<file path="src/rtl/ara_pe_vinsn_queue.sv">
// Per-PE vector instruction queue: buffers requests, waits out hazards on the head
// entry, then issues one element beat per datapath handshake and pulses completion.
module ara_pe_vinsn_queue #(
    parameter int NrVInsn    = 8,
    parameter int QueueDepth = 4,
    parameter int VlWidth    = 16
) (
    input  logic                       clk_i,
    input  logic                       rst_i,
    input  logic                       pe_req_valid_i,
    output logic                       pe_req_ready_o,
    input  logic                       pe_req_for_me_i,
    input  logic [$clog2(NrVInsn)-1:0] pe_req_id_i,
    input  logic [VlWidth-1:0]         pe_req_vl_i,
    input  logic [NrVInsn-1:0]         pe_req_hazard_i,
    input  logic [NrVInsn-1:0]         vinsn_running_i,
    output logic                       exec_valid_o,
    input  logic                       exec_ready_i,
    output logic [$clog2(NrVInsn)-1:0] exec_id_o,
    output logic                       exec_last_o,
    output logic [NrVInsn-1:0]         vinsn_done_o,
    output logic                       busy_o
);

    localparam int IdW  = $clog2(NrVInsn);
    localparam int PtrW = $clog2(QueueDepth);

    localparam logic [1:0] ST_IDLE = 2'd0;
    localparam logic [1:0] ST_WAIT = 2'd1;
    localparam logic [1:0] ST_EXEC = 2'd2;

    localparam logic [VlWidth-1:0] VL_ONE  = {{(VlWidth-1){1'b0}}, 1'b1};
    localparam logic [NrVInsn-1:0] ID_ONE  = {{(NrVInsn-1){1'b0}}, 1'b1};
    localparam logic [PtrW:0]      PTR_ONE = {{PtrW{1'b0}}, 1'b1};

    logic [IdW-1:0]     r_q_id  [QueueDepth];
    logic [VlWidth-1:0] r_q_vl  [QueueDepth];
    logic [NrVInsn-1:0] r_q_haz [QueueDepth];
    logic [PtrW:0]      r_wr_ptr;
    logic [PtrW:0]      r_rd_ptr;
    logic [NrVInsn-1:0] r_held;
    logic [VlWidth-1:0] r_cnt;
    logic [1:0]         r_state;
    logic [NrVInsn-1:0] r_done;

    logic [PtrW-1:0]    w_wr_idx;
    logic [PtrW-1:0]    w_rd_idx;
    logic               w_empty;
    logic               w_full;
    logic [IdW-1:0]     w_head_id;
    logic               w_exec_valid;
    logic               w_hs;
    logic               w_pop;
    logic               w_push;
    logic [NrVInsn-1:0] w_new_haz;
    logic [PtrW:0]      w_wr_ptr_nxt;
    logic [PtrW:0]      w_rd_ptr_nxt;
    logic [PtrW-1:0]    w_nh_idx;
    logic [VlWidth-1:0] w_nh_vl;
    logic [NrVInsn-1:0] w_nh_haz;
    logic [1:0]         w_state_nxt;
    logic               w_load;
    logic [NrVInsn-1:0] w_done_nxt;
    logic [NrVInsn-1:0] w_held_nxt;

    assign w_wr_idx  = r_wr_ptr[PtrW-1:0];
    assign w_rd_idx  = r_rd_ptr[PtrW-1:0];
    assign w_empty   = (r_wr_ptr == r_rd_ptr);
    assign w_full    = (w_wr_idx == w_rd_idx) && (r_wr_ptr[PtrW] != r_rd_ptr[PtrW]);
    assign w_head_id = r_q_id[w_rd_idx];

    // A zero-length head sits in EXEC with a zero count and retires without a beat.
    assign w_exec_valid = (r_state == ST_EXEC) && (|r_cnt);
    assign w_hs         = w_exec_valid && exec_ready_i;
    assign w_pop        = (r_state == ST_EXEC) && ((w_hs && (r_cnt == VL_ONE)) || !(|r_cnt));
    assign w_push       = pe_req_valid_i && !w_full && pe_req_for_me_i && !r_held[pe_req_id_i];
    assign w_new_haz    = pe_req_hazard_i & vinsn_running_i;

    assign w_wr_ptr_nxt = w_push ? r_wr_ptr + PTR_ONE : r_wr_ptr;
    assign w_rd_ptr_nxt = w_pop  ? r_rd_ptr + PTR_ONE : r_rd_ptr;
    assign w_nh_idx     = w_rd_ptr_nxt[PtrW-1:0];

    // Next state is derived from what the head registers will hold after this edge,
    // so a hazard clearing this cycle or a fresh accept issues without a bubble.
    always_comb begin
        w_nh_vl  = r_q_vl[w_nh_idx];
        w_nh_haz = r_q_haz[w_nh_idx] & vinsn_running_i;
        if (w_push && (w_nh_idx == w_wr_idx)) begin
            w_nh_vl  = pe_req_vl_i;
            w_nh_haz = w_new_haz;
        end
        if (w_rd_ptr_nxt == w_wr_ptr_nxt) begin
            w_state_nxt = ST_IDLE;
        end else if (|w_nh_haz) begin
            w_state_nxt = ST_WAIT;
        end else begin
            w_state_nxt = ST_EXEC;
        end
    end

    assign w_load     = (w_state_nxt == ST_EXEC) && ((r_state != ST_EXEC) || w_pop);
    assign w_done_nxt = w_pop ? (ID_ONE << w_head_id) : '0;
    assign w_held_nxt = (r_held & ~w_done_nxt) | (w_push ? (ID_ONE << pe_req_id_i) : '0);

    always_ff @(posedge clk_i) begin
        if (rst_i) begin
            for (int i = 0; i < QueueDepth; i++) begin
                r_q_id[i]  <= '0;
                r_q_vl[i]  <= '0;
                r_q_haz[i] <= '0;
            end
            r_wr_ptr <= '0;
            r_rd_ptr <= '0;
            r_held   <= '0;
            r_cnt    <= '0;
            r_state  <= ST_IDLE;
            r_done   <= '0;
        end else begin
            for (int i = 0; i < QueueDepth; i++) begin
                r_q_haz[i] <= r_q_haz[i] & vinsn_running_i;
            end
            if (w_push) begin
                r_q_id[w_wr_idx]  <= pe_req_id_i;
                r_q_vl[w_wr_idx]  <= pe_req_vl_i;
                r_q_haz[w_wr_idx] <= w_new_haz;
            end
            r_wr_ptr <= w_wr_ptr_nxt;
            r_rd_ptr <= w_rd_ptr_nxt;
            r_held   <= w_held_nxt;
            r_state  <= w_state_nxt;
            r_done   <= w_done_nxt;
            if (w_load) begin
                r_cnt <= w_nh_vl;
            end else if (w_hs) begin
                r_cnt <= r_cnt - VL_ONE;
            end
        end
    end

    assign pe_req_ready_o = !w_full;
    assign exec_valid_o   = w_exec_valid;
    assign exec_id_o      = (r_state == ST_EXEC) ? w_head_id : '0;
    assign exec_last_o    = (r_state == ST_EXEC) && (r_cnt == VL_ONE);
    assign vinsn_done_o   = r_done;
    assign busy_o         = !w_empty || (|r_done);

endmodule

</file>
<file path="config.mk">
export PLATFORM = sky130hd
export DESIGN_NAME = ara_pe_vinsn_queue
export DESIGN_NICKNAME = d
export VERILOG_FILES = /design/src/rtl/ara_pe_vinsn_queue.sv
export SDC_FILE = /design/constraint.sdc
export NUM_CORES = 1
export LEC_CHECK = 0
export CELL_PAD_IN_SITES_DETAIL_PLACEMENT = 1
export CELL_PAD_IN_SITES_GLOBAL_PLACEMENT = 1
export CORE_MARGIN = 2
export CORE_UTILIZATION = 45
export DETAILED_ROUTE_END_ITERATION = 16
export HOLD_SLACK_MARGIN = 0.08
export MAX_ROUTING_LAYER = met4
export PLACE_DENSITY_LB_ADDON = 0.1
export SLEW_MARGIN = 20
export SYNTH_ARGS = -nofsm -noshare
export SYNTH_HDL_FRONTEND = slang
export SYNTH_SLANG_ARGS = --single-unit
</file>
<file path="constraint.sdc">
create_clock -name clk_i -period 9.95 [get_ports clk_i]
set_clock_uncertainty 0.2 [all_clocks]
set_input_delay 1.99 -clock clk_i [delete_from_list [all_inputs] [get_ports clk_i]]
set_output_delay 1.99 -clock clk_i [all_outputs]
set_load 0.02 [all_outputs]
</file>
==> results_dict.tcl, run 1 <==
set metrics [dict create \
    status "completed" \
    drc_errors 0 \
    max_freq_mhz 153 \
    vias_per_cell 6.00 \
    worstSkewPairLatency_ps 430 \
    overflow 0 \
    synth_seq_cells 148 \
    setup_viol 0 \
    seqPwrFrac_pct 33.1 \
    synth.net_count 841 \
    dieWidth_um 137 \
    synthArstFlopShare_pct 0 \
    cts_sinks 148 \
    p_sw_uw 849 \
    hold_path_class "reg -> reg" \
    hold_viol_final 0 \
    die_area_mm2 0.0187 \
    required_ps 10090 \
    chipHeight_um 137 \
    via_count 6400 \
    coreArea_mm2 0.0173 \
    post-route-min-period_ps 6520 \
    r2r_start "r_rd_ptr[1]$_SDFF_PP0_" \
    tns_ps 0 \
    initial_core_util_pct 45.9 \
    synth_area_mm2 0.00795 \
    h-tree-depth 4 \
    cp.buffers_inverters 1 \
    maxSlewViolCount 0 \
    max_cap_violations 0 \
    antenna_found_initial 0 \
    postCtsResizedCells 0 \
    arrival_ps 6660 \
    cp_top_family "simple AND/OR/NAND/NOR gates" \
    worstReg2RegEnd "r_cnt[10]$_SDFFE_PP0P_" \
    end_kind "register" \
    dr.pass1.iters 6 \
    synth_area_leaders "edfxtp_1 29%, dfxtp_1 18%, and2_1 6.2%" \
    grtUsageTotal_pct 26.3 \
    finalCritPeriodShare_pct 65.5 \
    synth_top_area_cell "edfxtp_1" \
    ys.flop_type "edfxtp_1" \
    holdPathStages 2 \
    yosys.area.top_type_share_pct 28.7 \
    p_int_uw 1360 \
    post_drt_wl_per_cell_um 21.4 \
    grt_max_degree 70 \
    powerDensity_mw_per_mm2 239 \
    detail_route.iter0.violations 293 \
    synth.distinct_cells 62 \
    crit_type "in -> reg" \
    swShare_pct 38.5 \
    ys_warn_count 0 \
    r2r_setup_slack_ps 5130 \
    yosysMostFrequentCell "nand2_1" \
    rsz0062_at_grt "false" \
    area.growth.synth_to_final_pct 16.0 \
    hold_path_startpoint "r_held[0]$_SDFF_PP0_" \
    rows 48 \
    slowest_delay_ps 770 \
    num_antenna_cells 0 \
    hold_buffers 0 \
    slew-limit-headroom_pct 32.2 \
    cts_tree "done" \
    synth_edf_count 76 \
    gp_congestion 0.829 \
    power.total_uw 2210 \
    numCtsBuffers 17 \
    ys_top_cells_by_count "94 x nand2_1, 79 x and2_1, 76 x edfxtp_1" \
    totalWireLength_um 22900 \
    seq_area_frac_synth_pct 46.9 \
    drtAntennaViolNets 0 \
    io_pins 55 \
    root_buffer "clkbuf_16" \
    drive_above_1_share_pct 12.1 \
    path_cells "clkdlybuf4s50_1, mux4_2, mux2_2, nor2_1, nand2_1, xnor2_1, a22oi_1, nor2b_1, nor2_2, o22ai_2" \
    p_comb_share_pct 38.2 \
    hold_slack_ps 298 \
    clk_pin_slew_ps 60 \
    fin_nets 876 \
    worstPathMaxFanout 11 \
    syn_avg_cell_area_um2 10.0 \
    startpoint_type "input pin" \
    postSynthCellCount 794 \
    vdd_drop_max_uv 160 \
    power.leakage_uw 0.00346 \
    worst_hold_path.endpoint "r_held[0]$_SDFF_PP0_" \
    first_global_vias 6832 \
    clkPwrFrac_pct 28.7 \
    reg2reg_depth 9 \
    cts_setup_buffers 0 \
    port_buffers 54 \
    critPathSlowestCell "a22oi_1" \
    clk_path_buf_depth 2 \
    grt_pass1_wl_um 36200 \
    place_hpwl_um 15000 \
    worstMarginPinSlew_ps 1010 \
]
==> area by class of cell <==
cell class / instances / area, um2
tap: 225 / 282
inverter: 9 / 33.8
clock inverter: 10 / 108
clock buffer: 22 / 464
sequential: 148 / 3720
timing repair buffer: 65 / 623
multi-input combinational: 588 / 3990
fill: 1900 / 8070
==> registers in the layout, summed over array words and instances, names as in the netlist <==
| name | count |
|---|---|
| r_rd_ptr | 3 |
| r_q_vl | 64 |
| r_wr_ptr | 3 |
| r_cnt | 16 |
| r_q_id | 12 |
| r_held | 8 |
| vinsn_done_o | 8 |
| r_q_haz | 32 |
| r_state | 2 |
==> per-layer routing <==
layer / up-vias / global-route usage (%) / share of wire [%]
met3: 45 / 3.70 / 3.1
met1: 3232 / 30.1 / 42
met5: - / - / 0
li1: 2972 / - / -
met2: 151 / 45.9 / 51
met4: 0 / 11.3 / 3.0
==> worst min-delay path, stage by stage, from the launching register on <==
cell and delay, ps:
dfxtp_1 310, o21ai_0 80, a21oi_1 60
==> worst max path at each step <==
| stage | slack [ps] | startpoint | to | cells past startpoint |
|---|---|---|---|---|
| global placement | 3200 | pe_req_id_i[0] | r_cnt[13]$_SDFFE_PP0P_ | 10 |
| global route | 3050 | pe_req_id_i[0] | r_cnt[11]$_SDFFE_PP0P_ | 10 |
| floorplan | 4920 | pe_req_id_i[0] | r_cnt[11]$_SDFFE_PP0P_ | 12 |
| detailed placement | 2960 | pe_req_id_i[0] | r_cnt[10]$_SDFFE_PP0P_ | 10 |
| finish | 3430 | pe_req_id_i[0] | r_cnt[10]$_SDFFE_PP0P_ | 10 |
| CTS | 3360 | pe_req_id_i[0] | r_cnt[10]$_SDFFE_PP0P_ | 10 |
==> metrics by stage <==
| step | instances | util (%) | setup WS (ps) | area (um2) |
|---|---|---|---|---|
| 6_report | 1067 | 53.3 | 3430 | 9220 |
| 5_1_grt | 1067 | 53.3 | 3050 | 9220 |
| 4_1_cts | 1067 | 53.3 | 3360 | 9220 |
| 3_5_place_dp | 1035 | 50.0 | 2960 | 8650 |
| 3_3_place_gp | 1035 | 50.0 | 3200 | 8650 |
| 2_1_floorplan | 794 | - | 4920 | 7950 |
==> cell usage in the layout (no fill, tap or decap), types with 14 or more instances in the layout <==
| master | n |
|---|---|
| a21oi_1 | 36 |
| a311oi_1 | 14 |
| and2_1 | 79 |
| clkbuf_16 | 17 |
| clkdlybuf4s50_1 | 54 |
| dfxtp_1 | 71 |
| edfxtp_1 | 76 |
| mux2_2 | 34 |
| mux2i_1 | 46 |
| nand2_1 | 94 |
| nand3_1 | 18 |
| nor2_1 | 63 |
| o21ai_0 | 23 |
| o22ai_1 | 20 |
==> power groups by stage <==
| stage | registers (uW) | clock network, uW | logic (uW) |
|---|---|---|---|
| final | 730 | 633 | 843 |
| after global routing | 735 | 666 | 895 |
| after CTS | 729 | 641 | 834 |
| after detailed placement | 742 | 0 | 827 |
| after global placement | 737 | 0 | 807 |
| after floorplan | 732 | 0 | 595 |
==> logic make-up after synthesis <==
| logic type | count (synthesis) | synth area share (%) |
|---|---|---|
| compound gates | 149 | 13.3 |
| xor+xnor | 25 | 2.76 |
| fa+ha+maj | 7 | 1.10 |
| buf+inv | 58 | 3.10 |
| flops | 148 | 46.9 |
| mux | 85 | 12.0 |
| simple gates | 322 | 20.9 |
Note: power is estimated with default switching activity, not from simulation.
==> run 2: changes to the inputs <==
Settings changed: CORE_UTILIZATION 45 to 42.
Clock period 9.95 ns to 5.9 ns, I/O delays scaled along.
==> run 2 against run 1 <==
  * First-iteration DRC count is 26% higher
  * Via count is 0.19% lower
  * Flip-flop and latch count stayed put
  * Worst hold slack worse by 15 ps
  * Routed wire length is 0.87% higher
  * Cell area is 0.99% higher
  * Worst setup slack worse by 2500 ps
==> results_dict.tcl, run 2 (synthesis results as in run 1) <==
set metrics [dict create \
    status "completed" \
    first_global_vias 6676 \
    worstReg2RegEnd "r_cnt[13]$_SDFFE_PP0P_" \
    worstSkewPairLatency_ps 420 \
    hold_path_startpoint "r_held[0]$_SDFF_PP0_" \
    post_drt_wl_per_cell_um 21.4 \
    reg2reg_depth 10 \
    postCtsResizedCells 0 \
    critPathSlowestCell "clkdlybuf4s50_1" \
    post-route-min-period_ps 4920 \
    drc_errors 0 \
    layout_commonest_cell "nand2_1" \
    clk_pin_slew_ps 60 \
    dr.pass1.iters 5 \
    vdd_drop_max_uv 251 \
    worst_hold_path.endpoint "r_held[0]$_SDFF_PP0_" \
    hold_path_class "reg -> reg" \
    mostFrequentLayoutCells "94 x nand2_1, 79 x and2_1, 76 x edfxtp_1" \
    num_antenna_cells 0 \
    startpoint_type "input pin" \
    grtUsageTotal_pct 24.5 \
    slowest_delay_ps 710 \
    die_area_mm2 0.0200 \
    end_kind "register" \
    h-tree-depth 4 \
    antenna_found_initial 0 \
    port_buffers 54 \
    cts_setup_buffers 0 \
    power.leakage_uw 0.00349 \
    r2r_setup_slack_ps 1250 \
    hold_buffers 0 \
    cts_tree "done" \
    gp_congestion 0.853 \
    tns_ps 0 \
    overflow 0 \
    max_cap_violations 0 \
    cts_sinks 148 \
    rows 50 \
    crit_type "in -> reg" \
    totalWireLength_um 23100 \
    place_hpwl_um 15100 \
    chipHeight_um 142 \
    largest_register_ffs 64 \
    hold_viol_final 0 \
    worstPathMaxFanout 11 \
    detail_route.iter0.violations 370 \
    max_freq_mhz 203 \
    via_count 6388 \
    holdPathStages 2 \
    grt_max_degree 45 \
    drtAntennaViolNets 0 \
    largest_register "r_q_vl" \
    setup_viol 0 \
    required_ps 6030 \
    numCtsBuffers 17 \
    initial_core_util_pct 42.6 \
    path_cells "clkdlybuf4s50_1, mux4_2, mux2_2, nor2_1, inv_1, a221o_1, a22oi_1, buf_4, nor2b_1, nor2_2, o22ai_1" \
    fillCellCount 2030 \
    root_buffer "clkbuf_16" \
    io_pins 55 \
    fin_nets 880 \
    dieWidth_um 142 \
    powerDensity_mw_per_mm2 407 \
    vias_per_cell 5.91 \
    utilization_pct 50.0 \
    coreArea_mm2 0.0186 \
    slew-limit-headroom_pct 28.7 \
    drive_above_1_share_pct 12.6 \
    arrival_ps 5060 \
    clk_path_buf_depth 2 \
    finalCritPeriodShare_pct 83.5 \
    r2r_start "r_cnt[2]$_SDFFE_PP0P_" \
    grt_pass1_wl_um 36800 \
    top_regs "r_q_vl (64), r_q_haz (32), r_cnt (16)" \
    area.growth.synth_to_final_pct 17.2 \
    rsz0062_at_grt "false" \
    worstMarginPinSlew_ps 1060 \
    maxSlewViolCount 0 \
]
## run 2: worst max-delay path by stage
stage / startpoint / end / depth (start not counted) / slack (ps)
2_1_floorplan: pe_req_id_i[0] / r_cnt[11]$_SDFFE_PP0P_ / 12 / 1680
3_3_place_gp: pe_req_id_i[0] / r_cnt[13]$_SDFFE_PP0P_ / 11 / 720
6_report: pe_req_id_i[0] / r_cnt[13]$_SDFFE_PP0P_ / 11 / 980
4_1_cts: pe_req_id_i[0] / r_cnt[13]$_SDFFE_PP0P_ / 11 / 940
5_1_grt: pe_req_id_i[0] / r_cnt[13]$_SDFFE_PP0P_ / 11 / 600
3_5_place_dp: pe_req_id_i[0] / r_cnt[9]$_SDFFE_PP0P_ / 11 / 530
## run 2: per-layer routing
layer | wire [um] | vias to the layer above | GRT usage, %
met4 | 655 | 0 | 8.53
met5 | 0 | - | -
met1 | 10000 | 3228 | 29.8
li1 | - | 2975 | -
met3 | 899 | 34 | 4.93
met2 | 11500 | 151 | 40.8
## run 2: through the flow
stage                     hold slack, ps  power, uW  area [um2]  instances  worst slack [ps]
final                                283       3800        9310       1080               975
after global routing                 313       3980        9310       1080               602
after CTS                            281       3790        9310       1080               944
after detailed placement             271       2610        8680       1048               525
after global placement               267       2580        8680       1048               721
after floorplan                      250       2240        7950        794              1680
## run 2: layout make-up
| cell class | count | area [um2] | share of cell area (%) |
|---|---|---|---|
| clock inverters | 13 | 196 | 2.11 |
| flip-flops and latches | 148 | 3720 | 40.0 |
| clock buffers | 19 | 433 | 4.65 |
| well taps | 234 | 293 | 3.14 |
| inverters | 9 | 33.8 | 0.363 |
| multi-input cells | 588 | 3980 | 42.7 |
| repair buffers | 69 | 653 | 7.01 |
## run 2: worst max-delay path, delay by kind of cell
kind,cells,cell delay [ps]
AO/OA/AOI/OAI,3,710
buffers and inverters,3,1170
multiplexers,2,860
AND/OR/NAND/NOR,3,1140
## run 2: report_power, final
part / leakage, uW / total (uW) / switching [uW] / internal [uW]
clock: 0.000301 / 1180 / 460 / 718
sequential: 0.00137 / 1260 / 93.7 / 1170
combinational: 0.00182 / 1360 / 882 / 476
total: 0.00349 / 3800 / 1440 / 2360
==> run 3: changes to the inputs <==
Clock period 5.9 ns to 4.5 ns, I/O delays scaled along.
==> run 3 against run 2 <==
  * Critical path depth shrank 6
  * Worst setup slack lost 730 ps
  * Clock power up 27%
  * Worst hold slack worse by 0.88 ps
  * Via count grew 0.38%
  * Clock-buffer cell count decreased by 1
  * Sequential share of layout area is 0.44 points lower
  * Cell count up 1.6%
==> results_dict.tcl, run 3 (synthesis results as in run 1) <==
set metrics [dict create \
    status "completed" \
    cts_setup_buffers 0 \
    coreArea_mm2 0.0186 \
    post_drt_wl_per_cell_um 21.1 \
    drc_errors 0 \
    dpl_cell_area_mm2 0.00881 \
    maxSlewViolCount 0 \
    setup_viol 0 \
    worstMarginPinSlew_ps 853 \
    initial_core_util_pct 42.6 \
    cts_sinks 148 \
    hold_viol_final 0 \
    place_hpwl_um 15800 \
    cp.buffers_inverters 1 \
    max_cap_violations 0 \
    gp_congestion 0.844 \
    drtAntennaViolNets 0 \
    worstPathMaxFanout 17 \
    detail_route.iter0.violations 411 \
    grt_max_degree 42 \
    critPathLaunch "r_cnt[8]$_SDFFE_PP0P_" \
    r2r_setup_slack_ps 420 \
    worstReg2RegEnd "r_cnt[11]$_SDFFE_PP0P_" \
    hold_path_class "reg -> reg" \
    layout_commonest_cell "nand2_1" \
    post-route-min-period_ps 4260 \
    power.leakage_uw 0.00357 \
    fin_nets 897 \
    largest_register_ffs 64 \
    startpoint_type "register" \
    grtUsageTotal_pct 24.7 \
    port_buffers 54 \
    totalWireLength_um 23200 \
    r2r_start "r_cnt[8]$_SDFFE_PP0P_" \
    clk_pin_slew_ps 70 \
    postCtsResizedCells 0 \
    path_cells "or4_1, or3_1, nor2_1, and3_1, clkdlybuf4s50_1" \
    overflow 0 \
    hold_buffers 0 \
    cp.depth 5 \
    cp_top_family "simple AND/OR/NAND/NOR gates" \
    required_ps 3400 \
    dieWidth_um 142 \
    area.growth.synth_to_final_pct 18.5 \
    post-place-ws_ps 250 \
    cts_tree "done" \
    rows 50 \
    h-tree-depth 4 \
    first_global_vias 6871 \
    fillCellCount 2055 \
    p_int_uw 3080 \
    numCtsBuffers 17 \
    finalWorstSetupSlack_ps 241 \
    end_kind "output port" \
    largest_register "r_q_vl" \
    finalCritPeriodShare_pct 94.6 \
    via_count 6412 \
    vdd_drop_max_uv 421 \
    dr.pass1.iters 5 \
    design_area_mm2 0.00942 \
    crit_end "exec_last_o" \
    multi_input_area_mm2 0.00398 \
    clkPwrFrac_pct 30.0 \
    slew-limit-headroom_pct 42.4 \
    drive_above_1_share_pct 14.5 \
    antenna_found_initial 0 \
    vias_per_cell 5.85 \
    regArea_mm2 0.00372 \
    clk_path_buf_depth 2 \
    mostFrequentLayoutCells "94 x nand2_1, 79 x and2_1, 76 x edfxtp_1" \
    seqPwrFrac_pct 32.4 \
    tns_ps 0 \
    max_freq_mhz 235 \
    top_regs "r_q_vl (64), r_q_haz (32), r_cnt (16)" \
    root_buffer "clkbuf_16" \
    io_pins 55 \
    swShare_pct 38.3 \
    critPathSlowestCell "or3_1" \
    p_sw_uw 1910 \
    powerDensity_mw_per_mm2 529 \
    slowest_delay_ps 640 \
    p_comb_share_pct 37.6 \
    chipHeight_um 142 \
    crit_type "reg -> out" \
    arrival_ps 3160 \
    num_antenna_cells 0 \
    grt_pass1_wl_um 37100 \
    die_area_mm2 0.0200 \
    reg2reg_depth 10 \
    worstSkewPairLatency_ps 440 \
    rsz0062_at_grt "false" \
]
==> run 3: cell count changes in the layout (fill, tap and decap cells not counted), moves of 2 or more <==
cell,previous run,this run
clkbuf_1,2,0
inv_8,1,4
bufinv_16,4,2
buf_4,15,32
inv_6,4,2
==> run 3: metal layers <==
layer	share of wire (%)	vias up	GRT usage [%]
li1	-	3005	-
met1	43	3215	28.6
met2	51	152	42.8
met3	3.6	40	4.25
met4	3.0	0	9.37
met5	0	-	-
==> run 3: worst min path at each step <==
| stage | from | endpoint | slack [ps] | cells after the start |
|---|---|---|---|---|
| floorplan | r_held[2]$_SDFF_PP0_ | r_held[2]$_SDFF_PP0_ | 250 | 2 |
| global placement | r_held[3]$_SDFF_PP0_ | r_held[3]$_SDFF_PP0_ | 260 | 2 |
| detailed placement | r_held[6]$_SDFF_PP0_ | r_held[6]$_SDFF_PP0_ | 270 | 2 |
| CTS | r_held[6]$_SDFF_PP0_ | r_held[6]$_SDFF_PP0_ | 280 | 2 |
| global route | r_held[6]$_SDFF_PP0_ | r_held[6]$_SDFF_PP0_ | 290 | 2 |
| finish | r_held[7]$_SDFF_PP0_ | r_held[7]$_SDFF_PP0_ | 280 | 2 |
==> run 3: worst reg2reg max path, stage by stage, from the launching register on <==
cell and delay, ps:
dfxtp_1 360, or4_1 610, nor3_2 510, a31oi_1 270, nor2_1 500, buf_4 320
nand3_1 150, a22oi_4 230, a21oi_2 110, or3_1 530, o22ai_1 200
==> run 3: power by group through the flow <==
stage | sequential [uW] | clock [uW] | combinational (uW)
floorplan | 1620 | 0 | 1310
global placement | 1630 | 0 | 1800
detailed placement | 1640 | 0 | 1850
CTS | 1610 | 1520 | 1870
global route | 1630 | 1560 | 2040
finish | 1610 | 1500 | 1880
==> run 3: stage by stage <==
step                      total power, uW  hold WS [ps]  instances  util, %
after detailed placement             3490           270       1065     47.3
after global placement               3430           265       1065     47.3
after global routing                 5230           289       1097     50.5
final                                4980           282       1097     50.5
after floorplan                      2930           250        794        -
after CTS                            5000           281       1097     50.5
==> run 3: final cells by class <==
cell class	count	area share, %
clock buffer	18	4.66
clock inverter	14	1.79
inverter	9	0.359
multi-input combinational	588	42.2
sequential	148	39.6
tap	234	3.11
timing repair buffer	86	8.29
